==> config.mk <==
export PLATFORM = sky130hd
export DESIGN_NAME = bcd_display_seq
export DESIGN_NICKNAME = d
export VERILOG_FILES = /design/src/rtl/bcd_display_seq.sv
export SDC_FILE = /design/constraint.sdc
export NUM_CORES = 1
export LEC_CHECK = 0
export ABC_AREA = 1
export CORE_ASPECT_RATIO = 1.2
export CORE_MARGIN = 2
export CORE_UTILIZATION = 51
export DETAILED_ROUTE_END_ITERATION = 16
export GPL_TIMING_DRIVEN = 1
export MAX_ROUTING_LAYER = met4
export PLACE_DENSITY = 0.74
export SYNTH_ARGS = -nofsm -noshare
export SYNTH_HDL_FRONTEND = slang
export SYNTH_HIERARCHICAL = 1
export SYNTH_SLANG_ARGS = --single-unit
==> constraint.sdc <==
create_clock -name clk -period 1.8 [get_ports clk]
set_input_delay 0.36 -clock clk [delete_from_list [all_inputs] [get_ports clk]]
set_output_delay 0.36 -clock clk [all_outputs]
set_load 0.02 [all_outputs]
==> src/rtl/bcd_display_seq.sv <==
// Sequential binary-to-7-segment driver: double-dabble one bit per clock,
// with overflow dash display and optional leading-zero blanking.
module bcd_display_seq #(
  parameter int IN_W     = 8,
  parameter int DIGITS   = 2,
  parameter int BLANK_LZ = 1
) (
  input  logic                  clk,
  input  logic                  rst_n,
  input  logic                  start,
  input  logic [IN_W-1:0]       bin,
  output logic                  busy,
  output logic                  done,
  output logic                  ovf,
  output logic [4*DIGITS-1:0]   bcd,
  output logic [8*DIGITS-1:0]   seg
);
  localparam int SW = 4*DIGITS;
  localparam int CW = $clog2(IN_W+1);
  localparam logic [63:0] MAXV = 64'(10**DIGITS) - 64'd1;

  typedef enum logic [1:0] {IDLE, SHIFT, LATCH} state_t;
  state_t state, state_nx;

  logic [IN_W-1:0]         sh;
  logic [SW-1:0]           scr, scr_adj;
  logic [CW-1:0]           cnt;
  logic                    ovf_p;
  logic                    ovf_next;
  logic [DIGITS:0]         keep;
  logic [DIGITS-1:0][7:0]  seg_dec, seg_nx;

  // Wide compare folds to constant 0 when the display covers every input code.
  assign ovf_next = 64'(bin) > MAXV;
  assign busy     = (state != IDLE);
  assign keep[DIGITS] = 1'b0;

  for (genvar i = 0; i < DIGITS; i++) begin : g_dig
    assign scr_adj[4*i +: 4] = (scr[4*i +: 4] >= 4'd5) ? scr[4*i +: 4] + 4'd3 : scr[4*i +: 4];
    // keep[i]: this digit or one above it is non-zero; digit 0 always shown
    assign keep[i] = keep[i+1] | (scr[4*i +: 4] != 4'd0) | (i == 0);
    bcd_seg_dec u_dec (.digit(scr[4*i +: 4]), .seg(seg_dec[i]));
    assign seg_nx[i] = ovf_p                        ? 8'hBF :
                       (BLANK_LZ != 0 && !keep[i])  ? 8'hFF : seg_dec[i];
  end

  always_ff @(posedge clk or negedge rst_n) begin
    if (!rst_n) state <= IDLE;
    else        state <= state_nx;
  end

  always_comb begin
    state_nx = state;
    case (state)
      IDLE:    if (start) state_nx = SHIFT;
      SHIFT:   if (cnt == '0) state_nx = LATCH;
      LATCH:   state_nx = IDLE;
      default: state_nx = IDLE;
    endcase
  end

  always_ff @(posedge clk or negedge rst_n) begin
    if (!rst_n) begin
      sh    <= '0;
      scr   <= '0;
      cnt   <= '0;
      ovf_p <= 1'b0;
      done  <= 1'b0;
      ovf   <= 1'b0;
      bcd   <= '0;
      seg   <= '1;
    end else begin
      done <= 1'b0;
      case (state)
        IDLE: if (start) begin
          sh    <= bin;
          scr   <= '0;
          cnt   <= CW'(IN_W);
          ovf_p <= ovf_next;
        end
        SHIFT: if (cnt != '0) begin
          // bits leaving the top digit are dropped; overflow came from the compare
          scr <= {scr_adj[SW-2:0], sh[IN_W-1]};
          sh  <= {sh[IN_W-2:0], 1'b0};
          cnt <= cnt - CW'(1);
        end
        LATCH: begin
          done <= 1'b1;
          ovf  <= ovf_p;
          bcd  <= ovf_p ? '1 : scr;
          seg  <= seg_nx;
        end
        default: ;
      endcase
    end
  end
endmodule

// Single BCD digit to active-low {dp,g,f,e,d,c,b,a}; non-decimal codes blank.
module bcd_seg_dec (
  input  logic [3:0] digit,
  output logic [7:0] seg
);
  always_comb begin
    seg = 8'hFF;
    case (digit)
      4'd0: seg = 8'hC0;
      4'd1: seg = 8'hF9;
      4'd2: seg = 8'hA4;
      4'd3: seg = 8'hB0;
      4'd4: seg = 8'h99;
      4'd5: seg = 8'h92;
      4'd6: seg = 8'h82;
      4'd7: seg = 8'hF8;
      4'd8: seg = 8'h80;
      4'd9: seg = 8'h90;
      default: seg = 8'hFF;
    endcase
  end
endmodule

### Yosys cells after proc, flatten, opt, wreduce, memory -nomap -nowiden

Memories as Yosys holds them, arrays and structs flattened.
Cells that the tools add are included.

| word-level totals | value |
|---|---|
| memories kept | 2 |
| latch bits | 0 |
| ROM bits | 224 |
| memory bits (writable) | 0 |
| register bits | 49 |

Memory list:

| memory | words | bits a word | rd ports | clocked after memory_dff | write ports | RTL line | source |
|---|---|---|---|---|---|---|---|
| (no name shown) | 16 | 7 | 1 | 0 | 0 | 106 | `case (digit)` |
| (no name shown) | 16 | 7 | 1 | 0 | 0 | 106 |  |

| cells by class | value |
|---|---|
| $lt $le $gt $ge | 3 |
| add/sub/neg operators | 3 |
| equal/unequal tests | 5 |
| mux-type cells | 19 |
| shifts and indexed selects | 0 |
| multiply operators | 0 |
| bitwise operators | 0 |
| reduce and logical (&&, ||, !) cells | 9 |
| div/mod/pow operators | 0 |

Operators by type and width:

| operator | number |
|---|---|
| $mux W8 | 8 |
| $pmux W8 S2 | 2 |
| $mux W4 | 3 |
| $ge A4 B3 Y1 const B | 2 |
| $gt A8 B7 Y1 const B | 1 |
| $pmux W4 S2 | 1 |
| $reduce_bool A4 Y1 | 2 |
| $ne A2 B2 Y1 const B | 3 |
| $add A4 B2 Y4 const B | 1 |
| $logic_not A4 Y1 | 1 |
| $mux W2 | 2 |
| $pmux W2 S2 | 1 |
| $reduce_and A2 Y1 | 2 |
| $reduce_bool A2 Y1 | 2 |
| $sub A4 B1 Y4 const B | 1 |
| $add A3 B2 Y3 const B | 1 |
| $mux W3 | 1 |
| $reduce_and A3 Y1 | 1 |
| $eq A2 B1 Y1 const B | 1 |
| $eq A2 B2 Y1 const B | 1 |
| $logic_not A2 Y1 | 1 |
| $mux W1 | 1 |

### Longest topological paths before layout

| logic depth | value |
|---|---|
| depth in word-level cells | 4 |
| depth in mapped cells | 9 |

### Cells and area by module

The synthesis kept the hierarchy.

Modules (own cells, without submodules):

| module | cells an instance | area each (um2) | times used |
|---|---|---|---|
| bcd_display_seq | 260 | 2260.9 | 1 |
| bcd_seg_dec | 37 | 198.9 | 2 |

### Worst setup path after synthesis

No wires, ideal clock.

| path | value |
|---|---|
| path type | register -> register |
| start point | reg cnt[0] |
| end point | reg cnt[2] |
| buffers on the path | 1 |
| setup time | 0.117 ns |
| period minus slack after synthesis | 1.263 ns |
| cell stages (with the launch flop) | 9 |
| arrival time | 1.146 ns |
| setup slack | 0.537 ns |
| cells stage by stage | dfrtp_1 > inv_1 > ha_1 > nand2_2 > nand2_4 > nand2_4 > buf_6 > nand3_1 > nand2_1 |

| between the ends | value |
|---|---|
| cells in the longest elaborated chain, start to end | 3 |

Ends and longest elaborated chain:

| item | RTL line | source |
|---|---|---|
| from (decl) | 27 | `logic [CW-1:0] cnt;` |
| from (signal assigned) | 78 | `cnt <= CW'(IN_W);` |
| from (signal assigned) | 85 | `cnt <= cnt - CW'(1);` |
| $sub A4 B1 Y4 or $reduce_bool A4 Y1 (tied branches) | 85, 81 |  |
| $mux W4 or $ne A2 B2 Y1 (tied branches) | n/a |  |
| $pmux W4 S2 or $reduce_and A3 Y1 (tied branches) | n/a |  |

Several ways; a longest one is shown, not always the timed one. The select of a mux whose other input is x is not followed.
A chain may end at the register's enable or synchronous reset.

### Worst setup path in the final report

| path | value |
|---|---|
| start point | reg bcd[4] |
| end point | out bcd[4] |

RTL lines:

| item | RTL line | source |
|---|---|---|
| from (decl) | 15 | `output logic [4*DIGITS-1:0] bcd,` |
| from (signal assigned) | 90 | `bcd <= ovf_p ? '1 : scr;` |

No word-level cell between the ends.

==> impl_metrics.sql <==
INSERT INTO impl_metrics (metric_group, metric, value, unit) VALUES
('cells_and_area', 'final_cell_count_no_fill', '434', ''),
('clocking', 'cts_hold_buffers', '0', ''),
('drt', 'routed_wire_length_per_instance', '12.1', 'um'),
('timing', 'worst_hold_slack', '0.0239', 'ns'),
('logic_synthesis', 'number_of_enable_flip_flop_cells_after_synthesis', '0', ''),
('clocking', 'clk_transition_reported_paths', '0.09', 'ns'),
('drt', 'route.vias.total', '2203', ''),
('timing', 'grt_setup_unrepaired', 'no', ''),
('timing', 'clock.fmax', '605', 'MHz'),
('timing', 'finalCriticalPeriod', '1.65', 'ns'),
('logic_synthesis', 'synthDominantAreaCellType', 'sky130_fd_sc_hd__dfrtp_1', ''),
('setup_path', 'path_buf_inv', '1', ''),
('pwr', 'leakagePower', '1.63', 'nW'),
('place', 'dp_cells', '426', ''),
('cells_and_area', 'layout.cells.most_common_list', 'sky130_fd_sc_hd__nand2_1 (97), sky130_fd_sc_hd__nor2_1 (41), sky130_fd_sc_hd__inv_1 (35)', ''),
('global_route', 'antenna_found_initial', '0', ''),
('setup_path', 'end_kind', 'output port', ''),
('floorplan', 'horizontal_die_dimension', '69.9', 'um'),
('logic_synthesis', 'netlist.area_leader.share', '0.311', ''),
('global_route', 'global_route.usage.met1', '0.262', ''),
('clocking', 'numClockSinks', '49', ''),
('setup_path', 'arrival', '1.29', 'ns'),
('cells_and_area', 'design_area', '3180', 'um^2'),
('place', 'detailed_place_hpwl', '3750', 'um'),
('global_route', 'global_route.peak_usage_layer', 'met2', ''),
('clocking', 'cts_htree_levels', '2', ''),
('place', 'numPortBuffers', '37', ''),
('logic_synthesis', 'netlist-cell-type-count', '27', ''),
('cells_and_area', 'drive_above_1_share', '0.123', ''),
('pwr', 'max-vdd-ir-drop', '0.883', 'mV'),
('drt', 'drt_drc_violations_left', '0', ''),
('cells_and_area', 'nNetsFinal', '400', ''),
('drt', 'wl', '5240', 'um'),
('logic_synthesis', 'ys_seq_elements', '49', ''),
('floorplan', 'design.portCount', '38', ''),
('global_route', 'grt_use_met2', '0.329', ''),
('clocking', 'post_cts_buffers', '0', ''),
('setup_path', 'path_max_fanout', '2', ''),
('logic_synthesis', 'seq_area_frac_synth', '0.469', ''),
('global_route', 'first_global_vias', '2106', ''),
('setup_path', 'critPathLaunchType', 'flop', ''),
('global_route', 'grt_util_met3', '0.0364', ''),
('global_route', 'gr-total-overflow', '0', ''),
('cells_and_area', 'layout_commonest_cell', 'sky130_fd_sc_hd__nand2_1', ''),
('logic_synthesis', 'synth.top_cells.by_area', 'sky130_fd_sc_hd__dfrtp_1 (31%), sky130_fd_sc_hd__dfstp_2 (16%), sky130_fd_sc_hd__nand2_1 (14%), sky130_fd_sc_hd__ha_1 (7.5%), sky130_fd_sc_hd__nor2_1 (5.8%)', ''),
('drt', 'postRouteAntennaNets', '0', ''),
('cells_and_area', 'final.fill_count', '432', ''),
('floorplan', 'die_y', '83.1', 'um'),
('logic_synthesis', 'synth_flop_cell', 'sky130_fd_sc_hd__dfrtp_1', ''),
('pwr', 'power-per-cell-area', '1940', 'nW/um^2'),
('setup_path', 'critical_path.top_delay_family', 'buffers and inverters', ''),
('timing', 'finalMaxSlewViolations', '0', ''),
('clocking', 'clk_latency', '0.30', 'ns'),
('logic_synthesis', 'avgSynthCellArea', '7.96', 'um^2'),
('timing', 'final_cycle_share', '0.918', ''),
('setup_path', 'cpMaxStageDelayCell', 'sky130_fd_sc_hd__clkdlybuf4s50_1', ''),
('logic_synthesis', 'synth_fp_nets', '361', ''),
('logic_synthesis', 'synthesis.yosys.warnings', '6', ''),
('setup_path', 'cp_cell_sequence', 'clkdlybuf4s50_1', ''),
('timing', 'setup_total_negative_slack', '0', 'ns'),
('place', 'place_area', '3070', 'um^2'),
('drt', 'route.detailed.vias_per_inst', '5.08', ''),
('clocking', 'tritoncts.num_buffers', '5', ''),
('clocking', 'clock_tree.root_cell', 'sky130_fd_sc_hd__clkbuf_8', ''),
('global_route', 'first_pass_grt_wire_length', '9490', 'um'),
('floorplan', 'start_util', '0.534', ''),
('floorplan', 'design.core.area', '4970', 'um^2'),
('outcome', 'status', 'finished, final reports clean', ''),
('setup_path', 'critPathMaxStageDelay', '0.63', 'ns'),
('logic_synthesis', 'netlist_instances', '334', ''),
('drt', 'drt_pass1_iterations', '4', '');
## cells by family after synthesis
logic type,after synthesis,share of synthesized area
AO/OA/AOI/OAI,46,0.102
XOR/XNOR,1,0.00329
adder cells (fa/ha/maj),16,0.0753
buffers and inverters,52,0.0856
flip-flops,49,0.469
other,2,0.00282
AND/OR/NAND/NOR,168,0.262
## registers in the layout, summed over array words and instances (netlist names)
register,flops
seg,16
cnt,4
ovf,1
sh,8
scr,8
ovf_p,1
state,2
done,1
bcd,8
## cell type report
class | count | area [um^2] | area share
multi-input combinational | 233 | 1180 | 0.373
inverter | 44 | 168 | 0.0528
timing repair buffer | 40 | 383 | 0.121
clock inverter | 2 | 37.5 | 0.0118
tap | 60 | 75.1 | 0.0236
sequential | 49 | 1250 | 0.392
clock buffer | 6 | 82.6 | 0.0260
## report_power, final
group / internal [W] / switching [W] / total (W) / leakage [nW]
combinational: 0.00124 / 0.00198 / 0.00322 / 1.00
sequential: 0.00174 / 0.000395 / 0.00214 / 0.572
clock: 0.000452 / 0.000362 / 0.000814 / 0.0574
total: 0.00343 / 0.00274 / 0.00617 / 1.63
## routing by layer
layer	vias up	routed length (um)
met5	-	0
met4	0	76
met3	8	210
met2	43	2560
met1	1037	2400
li1	1115	-
## path summary, 6_finish.rpt
kind	from	end	slack, ns	cells past startpoint
worst min-delay path	rst_n	sh[1]	0.02	2
worst min register to register	sh[5]	sh[5]	0.48	2
min in group clk	sh[5]	sh[5]	0.48	2
worst max register to register	scr[5]	seg[9]	0.28	6
worst max-delay path	bcd[4]	bcd[4]	0.15	1
max in group asynchronous	rst_n	seg[8]	1.49	2
## cell usage after synthesis, types with 2 or more instances
master / instances
sky130_fd_sc_hd__nand3_1: 22
sky130_fd_sc_hd__inv_2: 7
sky130_fd_sc_hd__nand2_1: 97
sky130_fd_sc_hd__inv_1: 35
sky130_fd_sc_hd__conb_1: 2
sky130_fd_sc_hd__o21ai_1: 10
sky130_fd_sc_hd__nand2_2: 2
sky130_fd_sc_hd__nor2_1: 41
sky130_fd_sc_hd__buf_2: 3
sky130_fd_sc_hd__dfstp_2: 16
sky130_fd_sc_hd__nand2_4: 3
sky130_fd_sc_hd__buf_6: 2
sky130_fd_sc_hd__o21ai_0: 6
sky130_fd_sc_hd__buf_4: 3
sky130_fd_sc_hd__a21oi_1: 19
sky130_fd_sc_hd__o22a_1: 7
sky130_fd_sc_hd__ha_1: 16
sky130_fd_sc_hd__dfrtp_1: 33
sky130_fd_sc_hd__o21ai_2: 2
## stage by stage
stage / utilization / setup WS, ns / power [W]
2_1_floorplan: - / 0.537 / 0.00447
3_3_place_gp: 0.618 / 0.288 / 0.00543
3_5_place_dp: 0.618 / 0.262 / 0.00552
4_1_cts: 0.638 / 0.000956 / 0.00623
5_1_grt: 0.639 / 0.0876 / 0.00677
6_report: 0.639 / 0.148 / 0.00617
## timing repair
action,CTS,global route
gates cloned,0,0
setup endpoints to repair,16,1
resized for setup,16,1
(Power assumes the default switching activity.)
==> edit: new RTL, config.mk and constraints unchanged <==
`IN_W`: 8 -> 4.
--- a/src/rtl/bcd_display_seq.sv
+++ b/src/rtl/bcd_display_seq.sv
@@ -3,3 +3,3 @@
 module bcd_display_seq #(
-  parameter int IN_W     = 8,
+  parameter int IN_W     = 4,
   parameter int DIGITS   = 2,
Ports: changed (resized bin); port bits go from 38 to 34. The function was not compared with the original's and may differ.
==> edit against the original RTL <==
  * Synthesized cell count down 12%
  * Setup slack improved by 13 ps
  * Via count decreased by 15%
  * Hold slack better by 96 ps
  * Area after synthesis down 12%
  * Die area is 11% lower
  * Sequential cell count shrank 7
  * Routed wire length down 18%
  * Design area decreased by 11%
  * Power fell by 15%
  * Combinational power is 15% lower
==> edit: results (changes against the original RTL) <==
placed cell area = 2690 sq um (was 3070 sq um)
worst r2r dst = scr[2]$_DFFE_PN0P_ (was seg[9]$_DFFE_PN1P_)
largest net degree at the start of global routing = 43 (was 50)
top cells by area, synth = dfrtp_1, dfstp_2, nand2_1 (unchanged)
Detail Placement HPWL = 3020 um (was 3750 um)
Final Wtd Congestion = 0.878 (was 0.854)
Tcrit/Tclk final = 91.1% (was 91.8%)
Final #Nets = 350 (was 400)
worst hold slack = 120 ps (was 23.9 ps)
Reg2Reg Launch Point = cnt[0]$_DFFE_PN0P_ (was scr[5]$_DFFE_PN0P_)
slack of the worst reg-to-reg path = 240 ps (was 280 ps)
DR iter-0 viols = 75 (was 186)
launch point of the worst path = bcd[2]$_DFFE_PN0P_ (was bcd[4]$_DFFE_PN0P_)
number of port buffers = 32 (was 37)
sequential area share after synthesis = 45.8% (was 46.9%)
Max VDD drop = 1.04 mV (was 0.883 mV)
Syn Inst Count = 293 (was 334)
Fillers = 388 (was 432)
Setup crit end = bcd[2] (was bcd[4])
first-pass GRT wire length = 7420 um (was 9490 um)
Max stage delay on crit path = 610 ps (was 630 ps)
status = finished clean (unchanged)
GRT Total Usage = 19.2% (was 20.4%)
drt wl/cell = 11.2 um (was 12.1 um)
Post-synth top cells = nand2_1, inv_1, dfrtp_1 (was nand2_1, nor2_1, inv_1)
clock skew = 10.2 ps (was 3.43 ps)
length of routed wiring on met1 = 1940 um (was 2400 um)
met3 wire length = 166 um (was 210 um)
-- edit: worst min-delay path by stage --
stage          depth (start not counted)          startpoint                  to
2_1_floorplan                          0               rst_n  bcd[0]$_DFFE_PN0P_
3_3_place_gp                           2               rst_n  scr[0]$_DFFE_PN0P_
3_5_place_dp                           2  seg[6]$_DFFE_PN1P_  seg[6]$_DFFE_PN1P_
4_1_cts                                2               rst_n  bcd[6]$_DFFE_PN0P_
5_1_grt                                2               rst_n  scr[4]$_DFFE_PN0P_
6_report                               2               rst_n  scr[1]$_DFFE_PN0P_
-- edit: cell type report --
cell class	count	area (sq um)	share of cell area, %
flip-flops and latches	42	1070	37.9
multi-input cells	207	1070	37.9
repair buffers	35	369	13.1
inverters	36	135	4.78
clock buffers	7	76.3	2.70
well taps	58	72.6	2.57
clock inverters	1	30.0	1.06
-- edit: cell families after synthesis --
group / count (synthesis) / synth area share, %
other: 3 / 0.482
adder cells (fa/ha/maj): 16 / 8.57
AND/OR/NAND/NOR: 153 / 27.7
flip-flops: 42 / 45.8
buffers and inverters: 44 / 8.46
AO/OA/AOI/OAI: 35 / 8.94
-- edit: timing repair --
item / 4_1_cts / 5_1_grt
resized for setup: 4 / 14
setup endpoints to repair: 3 / 14
pin swaps: 0 / 0
hold buffers: 0 / 0
-- edit: metal layers --
layer | vias to the layer above | global-route usage, %
met1 | 839 | 22.5
met4 | 0 | 8.96
met3 | 12 | 3.87
li1 | 976 | -
met2 | 43 | 31.4
met5 | - | -
-- edit: power by group --
part | switching (mW) | total [mW] | internal (mW)
Combinational | 1.69 | 2.75 | 1.06
Clock | 0.310 | 0.725 | 0.415
Sequential | 0.310 | 1.78 | 1.47
